<file path="src/rtl/mips_mem_requester_pkg.sv">
// Shared memory-op definitions: op codes, error codes, FSM states and decode helpers.
package mips_mem_pkg;

   typedef enum logic [3:0] {
      OP_LW   = 4'd0,
      OP_LH   = 4'd1,
      OP_LHU  = 4'd2,
      OP_LB   = 4'd3,
      OP_LBU  = 4'd4,
      OP_SW   = 4'd5,
      OP_SH   = 4'd6,
      OP_SB   = 4'd7,
      OP_MCLR = 4'd8
   } mem_op_t;

   typedef enum logic [1:0] {
      ERR_OK       = 2'd0,
      ERR_MISALIGN = 2'd1,
      ERR_RANGE    = 2'd2,
      ERR_ILLEGAL  = 2'd3
   } mem_err_t;

   typedef enum logic [1:0] {
      ST_IDLE,
      ST_ACCESS,
      ST_CAPTURE,
      ST_RESP
   } state_t;

   typedef enum logic [1:0] {
      SZ_NONE,
      SZ_BYTE,
      SZ_HALF,
      SZ_WORD
   } mem_size_t;

   function automatic logic is_legal(input logic [3:0] op);
      return op <= 4'd8;
   endfunction

   function automatic logic is_load(input mem_op_t op);
      return op inside {OP_LW, OP_LH, OP_LHU, OP_LB, OP_LBU};
   endfunction

   function automatic logic is_store(input mem_op_t op);
      return op inside {OP_SW, OP_SH, OP_SB};
   endfunction

   function automatic logic is_unsigned(input mem_op_t op);
      return op inside {OP_LHU, OP_LBU};
   endfunction

   function automatic mem_size_t size(input mem_op_t op);
      case (op)
         OP_LW, OP_SW:          return SZ_WORD;
         OP_LH, OP_LHU, OP_SH:  return SZ_HALF;
         OP_LB, OP_LBU, OP_SB:  return SZ_BYTE;
         default:               return SZ_NONE;
      endcase
   endfunction

endpackage

</file>
<file path="src/rtl/mips_mem_requester_if.sv">
// Pipeline-side request/response handshake bundle.
interface mips_mem_requester_if;
   logic        req_valid;
   logic        req_ready;
   logic [3:0]  req_op;
   logic [31:0] req_addr;
   logic [31:0] req_wdata;
   logic        rsp_valid;
   logic        rsp_ready;
   logic [31:0] rsp_rdata;
   logic [1:0]  rsp_err;

   modport master (
      output req_valid, req_op, req_addr, req_wdata, rsp_ready,
      input  req_ready, rsp_valid, rsp_rdata, rsp_err
   );

   modport slave (
      input  req_valid, req_op, req_addr, req_wdata, rsp_ready,
      output req_ready, rsp_valid, rsp_rdata, rsp_err
   );
endinterface

</file>
<file path="src/rtl/mips_mem_requester_load_ext.sv">
// Load data extension: picks the low byte/half of the raw RAM word and sign/zero extends it.
module mips_load_ext
   import mips_mem_pkg::*;
(
   input  mem_op_t     op_i,
   input  logic [31:0] raw_i,
   output logic [31:0] ext_o
);

   // Extension selected by load op; non-load ops pass the raw word through.
   always_comb begin
      ext_o = raw_i;
      case (op_i)
         OP_LB:   ext_o = {{24{raw_i[7]}}, raw_i[7:0]};
         OP_LBU:  ext_o = {24'd0, raw_i[7:0]};
         OP_LH:   ext_o = {{16{raw_i[15]}}, raw_i[15:0]};
         OP_LHU:  ext_o = {16'd0, raw_i[15:0]};
         default: ext_o = raw_i;
      endcase
   end

endmodule

</file>
<file path="src/rtl/mips_mem_requester.sv">
// MEM-stage requester: one outstanding load/store/clear, drives the data RAM and returns a response.
module mips_mem_requester
   import mips_mem_pkg::*;
#(
   parameter int MEM_AW      = 5,
   parameter bit CHECK_RANGE = 1'b1
) (
   input  logic                 clk,
   input  logic                 CLR,
   mips_mem_requester_if.slave  pif,
   output logic                 busy,
   output logic [31:0]          mem_addr,
   output logic [31:0]          mem_wdata,
   output logic                 mem_we,
   output logic                 mem_byte,
   output logic                 mem_half,
   output logic                 mem_unsigned,
   output logic                 mem_clr,
   input  logic [31:0]          mem_rdata
);

   state_t      state_q, state_d;
   mem_op_t     op_q, op_d;
   logic [31:0] addr_q, addr_d;
   logic [31:0] wdata_q, wdata_d;
   logic [31:0] rdata_q, rdata_d;
   mem_err_t    err_q, err_d;

   mem_op_t     req_op_c;
   mem_err_t    req_err_c;
   logic [31:0] ext_data;

   mips_load_ext u_load_ext (
      .op_i  (op_q),
      .raw_i (mem_rdata),
      .ext_o (ext_data)
   );

   // Classify the incoming request; misalignment outranks out-of-range, MCLR skips both.
   always_comb begin
      req_op_c  = mem_op_t'(pif.req_op);
      req_err_c = ERR_OK;
      if (!is_legal(pif.req_op)) begin
         req_err_c = ERR_ILLEGAL;
      end else if (req_op_c != OP_MCLR) begin
         if ((size(req_op_c) == SZ_HALF && pif.req_addr[0]) ||
             (size(req_op_c) == SZ_WORD && pif.req_addr[1:0] != 2'b00))
            req_err_c = ERR_MISALIGN;
         else if (CHECK_RANGE && pif.req_addr[31:MEM_AW] != '0)
            req_err_c = ERR_RANGE;
      end
   end

   // Next-state and output decode; RAM controls held through ACCESS and CAPTURE.
   always_comb begin
      state_d       = state_q;
      op_d          = op_q;
      addr_d        = addr_q;
      wdata_d       = wdata_q;
      rdata_d       = rdata_q;
      err_d         = err_q;
      pif.req_ready = 1'b0;
      pif.rsp_valid = 1'b0;
      pif.rsp_rdata = '0;
      pif.rsp_err   = '0;
      mem_addr      = '0;
      mem_wdata     = '0;
      mem_we        = 1'b0;
      mem_byte      = 1'b0;
      mem_half      = 1'b0;
      mem_unsigned  = 1'b0;
      mem_clr       = 1'b0;

      if (state_q == ST_ACCESS || state_q == ST_CAPTURE) begin
         mem_addr     = addr_q;
         mem_byte     = (size(op_q) == SZ_BYTE);
         mem_half     = (size(op_q) == SZ_HALF);
         mem_unsigned = is_unsigned(op_q);
      end

      case (state_q)
         ST_IDLE: begin
            pif.req_ready = 1'b1;
            if (pif.req_valid) begin
               op_d    = req_op_c;
               addr_d  = pif.req_addr;
               wdata_d = pif.req_wdata;
               rdata_d = '0;
               err_d   = req_err_c;
               state_d = (req_err_c == ERR_OK) ? ST_ACCESS : ST_RESP;
            end
         end
         ST_ACCESS: begin
            mem_we  = is_store(op_q);
            mem_clr = (op_q == OP_MCLR);
            case (size(op_q))
               SZ_BYTE: mem_wdata = {4{wdata_q[7:0]}};
               SZ_HALF: mem_wdata = {2{wdata_q[15:0]}};
               default: mem_wdata = wdata_q;
            endcase
            state_d = is_load(op_q) ? ST_CAPTURE : ST_RESP;
         end
         ST_CAPTURE: begin
            rdata_d = ext_data;
            state_d = ST_RESP;
         end
         ST_RESP: begin
            pif.rsp_valid = 1'b1;
            pif.rsp_rdata = rdata_q;
            pif.rsp_err   = err_q;
            if (pif.rsp_ready)
               state_d = ST_IDLE;
         end
         default: state_d = ST_IDLE;
      endcase
   end

   // State and request registers, cleared asynchronously.
   always_ff @(posedge clk or posedge CLR) begin
      if (CLR) begin
         state_q <= ST_IDLE;
         op_q    <= OP_LW;
         addr_q  <= '0;
         wdata_q <= '0;
         rdata_q <= '0;
         err_q   <= ERR_OK;
      end else begin
         state_q <= state_d;
         op_q    <= op_d;
         addr_q  <= addr_d;
         wdata_q <= wdata_d;
         rdata_q <= rdata_d;
         err_q   <= err_d;
      end
   end

   assign busy = (state_q != ST_IDLE);

endmodule

</file>
<file path="src/flat_wrapper.sv">
// flat-port wrapper written by rule: the top's interface ports become plain ports
module mips_mem_requester_flat import mips_mem_pkg::*;
#(
   parameter int MEM_AW      = 5,
   parameter bit CHECK_RANGE = 1'b1
)
  (clk, CLR, busy, mem_addr, mem_wdata, mem_we, mem_byte, mem_half, mem_unsigned, mem_clr, mem_rdata, pif_req_valid, pif_req_op, pif_req_addr, pif_req_wdata, pif_rsp_ready, pif_req_ready, pif_rsp_valid, pif_rsp_rdata, pif_rsp_err);
  mips_mem_requester_if pif_i ();
  input  logic clk;
  input  logic CLR;
  output logic busy;
  output logic [31:0] mem_addr;
  output logic [31:0] mem_wdata;
  output logic mem_we;
  output logic mem_byte;
  output logic mem_half;
  output logic mem_unsigned;
  output logic mem_clr;
  input  logic [31:0] mem_rdata;
  input wire logic [$bits(pif_i.req_valid)-1:0] pif_req_valid;
  input wire logic [$bits(pif_i.req_op)-1:0] pif_req_op;
  input wire logic [$bits(pif_i.req_addr)-1:0] pif_req_addr;
  input wire logic [$bits(pif_i.req_wdata)-1:0] pif_req_wdata;
  input wire logic [$bits(pif_i.rsp_ready)-1:0] pif_rsp_ready;
  output wire logic [$bits(pif_i.req_ready)-1:0] pif_req_ready;
  output wire logic [$bits(pif_i.rsp_valid)-1:0] pif_rsp_valid;
  output wire logic [$bits(pif_i.rsp_rdata)-1:0] pif_rsp_rdata;
  output wire logic [$bits(pif_i.rsp_err)-1:0] pif_rsp_err;
  assign pif_i.req_valid = pif_req_valid;
  assign pif_i.req_op = pif_req_op;
  assign pif_i.req_addr = pif_req_addr;
  assign pif_i.req_wdata = pif_req_wdata;
  assign pif_i.rsp_ready = pif_rsp_ready;
  assign pif_req_ready = pif_i.req_ready;
  assign pif_rsp_valid = pif_i.rsp_valid;
  assign pif_rsp_rdata = pif_i.rsp_rdata;
  assign pif_rsp_err = pif_i.rsp_err;
  mips_mem_requester #(.MEM_AW(MEM_AW), .CHECK_RANGE(CHECK_RANGE)) u_core (.clk(clk), .CLR(CLR), .pif(pif_i), .busy(busy), .mem_addr(mem_addr), .mem_wdata(mem_wdata), .mem_we(mem_we), .mem_byte(mem_byte), .mem_half(mem_half), .mem_unsigned(mem_unsigned), .mem_clr(mem_clr), .mem_rdata(mem_rdata));
endmodule
</file>
<file path="config.mk">
export PLATFORM = sky130hd
export DESIGN_NAME = mips_mem_requester_flat
export DESIGN_NICKNAME = d
export VERILOG_FILES = /design/src/rtl/mips_mem_requester_pkg.sv /design/src/rtl/mips_mem_requester_if.sv /design/src/rtl/mips_mem_requester_load_ext.sv /design/src/rtl/mips_mem_requester.sv /design/src/flat_wrapper.sv
export SDC_FILE = /design/constraint.sdc
export NUM_CORES = 1
export LEC_CHECK = 0
export ABC_AREA = 1
export CAP_MARGIN = 30
export CORE_MARGIN = 5
export CORE_UTILIZATION = 41
export DETAILED_ROUTE_END_ITERATION = 7
export GPL_TIMING_DRIVEN = 0
export PLACE_DENSITY = 0.77
export SLEW_MARGIN = 20
export SYNTH_ARGS = -nofsm -noshare
export SYNTH_HDL_FRONTEND = slang
export SYNTH_SLANG_ARGS = --single-unit
</file>
<file path="constraint.sdc">
create_clock -name clk -period 3.2 [get_ports clk]
set_clock_uncertainty 0.1 [all_clocks]
set_input_delay 0.64 -clock clk [delete_from_list [all_inputs] [get_ports clk]]
set_output_delay 0.64 -clock clk [all_outputs]
set_load 0.01 [all_outputs]
</file>
* Word level (Yosys, flattened, before mapping)
Memory sizes are Yosys's and may differ from the RTL's.
Cells that the tools add are included.
** Word-level totals
- Memory bits (read-only) :: 80
- Output and inout port bits :: 106
- Flip-flop bits (word level) :: 104
- Memories kept :: 5
- Input bits :: 104
** Operators by class
- Eq/ne operators :: 20
- Mux-type cells :: 36
- Reductions and logical operators :: 17
- Magnitude comparators :: 1
** Memories
- (no name shown) :: words 8, width 2, read ports 1, clocked after memory_dff 0, write ports 0, line mips_mem_requester_pkg.sv:54 : case (op)
- (no name shown) :: words 8, width 2, read ports 1, clocked after memory_dff 0, write ports 0, line mips_mem_requester_pkg.sv:54
- (no name shown) :: words 8, width 2, read ports 1, clocked after memory_dff 0, write ports 0, line mips_mem_requester_pkg.sv:54
- (no name shown) :: words 8, width 2, read ports 1, clocked after memory_dff 0, write ports 0, line mips_mem_requester_pkg.sv:54
- (no name shown) :: words 8, width 2, read ports 1, clocked after memory_dff 0, write ports 0, line mips_mem_requester_pkg.sv:54
** Operator list (number)
- 32-bit two-way mux :: 4
- 32-bit case mux with 2 select lines :: 2
- 32-bit case mux with 4 select lines :: 1
- 2-bit two-way mux :: 20
- 27-bit nonzero test :: 1
- 4-bit by 3-bit == test with 1-bit output, second input constant :: 4
- 2-bit == test, second input constant :: 6
- 4-bit by 2-bit == test with 1-bit output, second input constant :: 2
- 1-bit two-way mux :: 8
- 2-bit case mux with 4 select lines :: 1
- 2-bit nonzero test :: 4
- 2-bit by 1-bit == test with 1-bit output, second input constant :: 3
- 2-bit AND reduction :: 3
- 5-bit nonzero test :: 1
- 4-bit by 1-bit == test with 1-bit output, second input constant :: 1
- 4-bit == test, second input constant :: 1
- 4-bit <= comparator, second input constant :: 1
- 2-bit logical NOT :: 2
- 4-bit logical NOT :: 1
- 2-bit inequality test, second input constant :: 2
- 4-bit inequality test, second input constant :: 1
- 3-bit nonzero test :: 1
- 1-bit logical AND :: 2
- 1-bit logical OR :: 2

* Logic depth before layout (Yosys ltp)
An unclocked memory read counts as a cell.
- Depth after elaboration :: 14
- Gate-level depth with buffers :: 12
- Gate-level depth less buffers :: 12

* Modules after synthesis
A second synthesis with hierarchy kept.
** Second synthesis, totals
- Cell total of the unflattened synthesis :: 879
- Area, all modules :: 5994.5 µm²
** By module, submodules not included
- mips_mem_requester :: instances 1, area an instance 5600.4 µm², cells each 799
- mips_load_ext :: instances 1, area an instance 394.1 µm², cells each 80

* Worst setup path before layout
No wires, ideal clock.
- Path kind :: register to output
- Start :: reg u_core.op_q[0]
- End :: out mem_wdata[11]
- Slack :: 0.505 ns
- Required time :: 2.460 ns
- Cell stages (with the launch flop) :: 13
- Arrival time :: 1.955 ns
- Buffers on the path :: 2
- Cell sequence :: dfrtp_1 > inv_1 > ha_1 > nand2_1 > o21a_1 > inv_1 > ha_1 > clkbuf_1 > clkbuf_1 > nand2_1 > nand3_1 > nand2_1 > nor2_1
** On the way
- Cells in the longest elaborated chain, start to end :: 6
- Elaborated cells between the ends (all ways) :: 7
- Those cells by class :: eq/ne: 2; mux: 4; memory: 1
** Ends and longest elaborated chain
- start: declaration :: line mips_mem_requester.sv:23 : mem_op_t op_q, op_d;
- start signal: assignment :: line mips_mem_requester.sv:129 : op_q <= op_d;
- memory 8 x 2 bit (*)
- 2-bit two-way mux (*) :: line mips_mem_requester_pkg.sv:54
- 2-bit two-way mux (*) :: line mips_mem_requester.sv:81 : case (state_q)
- 2-bit == test / 2-bit by 1-bit == test with 1-bit output (equally long branches) :: line mips_mem_requester.sv:96 : case (size(op_q))
- 32-bit case mux with 2 select lines (*) :: line mips_mem_requester.sv:96
- 32-bit two-way mux (*) :: line mips_mem_requester.sv:81
- end: declaration :: line flat_wrapper.sv:13 : output logic [31:0] mem_wdata;
Mark *: on every way between the ends. The rest lies on a longest branch, timed or not. The select of a mux whose other input is x is not followed.

* Worst setup path after layout
- Start :: reg u_core.op_q[0]
- End :: out mem_wdata[21]
Same word-level chain as after synthesis.

==> impl_results.md <==
- Status: complete, no violations
- CP endpoint kind: primary output
- Antenna cells: 0
- Initial Utilization: 41.9%
- Yosys Warn Count: 0
- FP Rows: 43
- CTS clk-pin slew, worst paths: 70 ps
- Crit start category: register
- EDFF count, synth: 0
- Die X: 129 µm
- Area of the multi-input gates: 0.00255 mm²
- Initial antenna violation count: 0
- GPL Wtd Cong: 0.873
- Max Buffers Root-to-Sink: 2
- Syn Area/Cell: 7.15 µm²
- Total power: 9.10 mW
- Via density: 4.70
- Hold Path Stages: 2
- Most frequent cell after synthesis: nand2_1
- Ranking of synthesized cells by area: dfrtp_1, nand2_1, inv_1
- Period minus WS final: 3130 ps
- Peak supply drop: 0.706 mV
- List of most frequent post-synthesis cells: nand2_1, inv_1, dfrtp_1, nand3_1, nor2_1
- Vias in the first global route: 5743
- Via Count: 5764
- Drt pass-1 iters: 5
- Crit Path Max Fanout: 10
- Power per cell area: 1060 mW/mm²
- CTS sink count: 104
- Layout cell share with drive strength beyond 1: 10.6%
- CP required: 2460 ps
- Global route total overflow: 0
- HP Class: reg2reg
- CTS tree: yes
- I/O pins: 210
- Dominant synthesized flop cell: dfrtp_1
- Hold Path Origin: u_core.addr_q[31]
- Post-synthesis sequential area ratio: 44.6%
- Setup crit start: u_core.op_q[0]
- DRC viols: 0
- I/O Buffers: 209
- Initial detailed-routing violation count: 357
- Final core utilization: 61.7%
- Fill count: 1265
- Tcrit/Tclk final: 97.8%
- R2R Setup Slk: 1020 ps
- Synth top area share: 44.6%
- Die H: 129 µm
- Core area: 0.0139 mm²
- Final wirelength: 17800 µm
- First-pass GRT wire length: 29100 µm
- Detail Route Antenna Nets: 0
- Clock buffer count from CTS: 9
- H-Tree Depth: 3
- Hold Vio Cnt, Final: 0
- Netlist cell types: 30
- Register bit total from synthesis: 104
- Leak: 4.75 nW
- Worst r2r src: u_core.state_q[1]
- Hpwl dp: 13700 µm
- Final nets: 1162
- Worst-margin pin slew: 574 ps
- FF-to-FF path depth: 7
- Arrival @ worst endpoint: 2390 ps
- Syn_nets: 936
- Slew Limit Headroom: 61.7%
- Syn Inst Count: 817
- Final-report setup violation count: 0
- Die area: 0.0167 mm²
- Reg area: 0.00260 mm²
- Final Max Tran Viols: 0
- Layout area overhead: 47.2%
- Largest net degree at the start of global routing: 34
- Async set-reset flop share out of synthesis: 100%
- Total global-route track usage: 21.9%
- Cell taking the most area after synthesis: dfrtp_1
- Later-pin clock latency in the skew report: 350 ps
- Max-cap viol count: 0
- Post-DR wirelength/cell: 14.5 µm
- Root Buffer: clkbuf_16
- Mapped Area: 0.00584 mm²
- Crit Path Class: reg2out
- Setup TNS: 0 ps
- Fmax: 0.319 GHz
-- timing repair --
item	in CTS	in global routing
setup buffers	5	2
pin swaps	3	7
endpoints found under the setup margin	66	54
gates resized for setup	47	35
hold buffers	0	0
-- layout by cell type (no fill, tap or decap), drive strengths merged, types with 15 or more instances in the layout --
| cell type | count |
|---|---|
| buf | 26 |
| dfrtp | 104 |
| ha | 15 |
| nor2 | 44 |
| nand3 | 67 |
| a21oi | 15 |
| clkbuf | 41 |
| nand2 | 328 |
| inv | 143 |
| clkdlybuf4s50 | 184 |
| o21ai | 31 |
-- per-layer routing --
layer / global-route usage, % / part of all wire (%) / vias to the layer above
li1: - / - / 2917
met1: 27.9 / 42 / 2604
met2: 35.8 / 46 / 216
met3: 6.43 / 9.7 / 27
met4: 7.23 / 2.3 / 0
met5: 0 / 0 / -
-- area by class of cell --
type	instances	share of cell area, %
Tap cell	180	2.62
Clock inverter	3	0.510
Inverter	144	6.36
Sequential cell	104	30.3
Timing Repair Buffer	219	25.1
Multi-Input combinational cell	527	29.7
Clock buffer	11	2.82
Buffer	38	2.62
-- worst paths after layout --
kind / end
min in group asynchronous: u_core.addr_q[7]
max in group asynchronous: u_core.wdata_q[30]
setup reg to reg: u_core.wdata_q[25]
setup / recovery: mem_wdata[21]
hold reg to reg: u_core.addr_q[31]
hold / removal: u_core.addr_q[31]
-- critical path, cell delays in order (launching register included) --
cell	delay, ps
dfrtp_1	400
buf_4	160
ha_1	190
o21a_1	220
ha_4	290
inv_4	50
buf_4	170
o211ai_1	220
inv_1	90
clkdlybuf4s15_1	250
-- where the power goes --
part | total (mW) | internal, mW | switching, mW
clock network | 1.10 | 0.620 | 0.482
logic | 5.66 | 2.53 | 3.13
registers | 2.34 | 1.93 | 0.406
-- through the flow --
step	instance area, µm²	hold slack [ps]	std cells	worst slack [ps]
after floorplan	5840	349	817	505
after detailed placement	8220	365	1209	-366
final	8590	381	1226	69.9
after global placement	8160	361	1206	-334
after global routing	8590	398	1226	-0.770
after CTS	8580	383	1225	0.530
-- state kept, by name, indices dropped and copies added (netlist names) --
| register | flops |
|---|---|
| u_core.rdata_q | 32 |
| u_core.op_q | 4 |
| u_core.wdata_q | 32 |
| u_core.err_q | 2 |
| u_core.addr_q | 32 |
| u_core.state_q | 2 |
-- cells by family (layout without fill, tap and decap cells) --
logic type	count (synthesis)	count (layout)	share of synthesized area, %
compound gates	67	67	6.90
fa+ha+maj	15	15	3.21
buf+inv	186	415	12.6
flops	104	104	44.6
simple gates	445	445	32.8
Note: power is estimated with default switching activity, not from simulation.
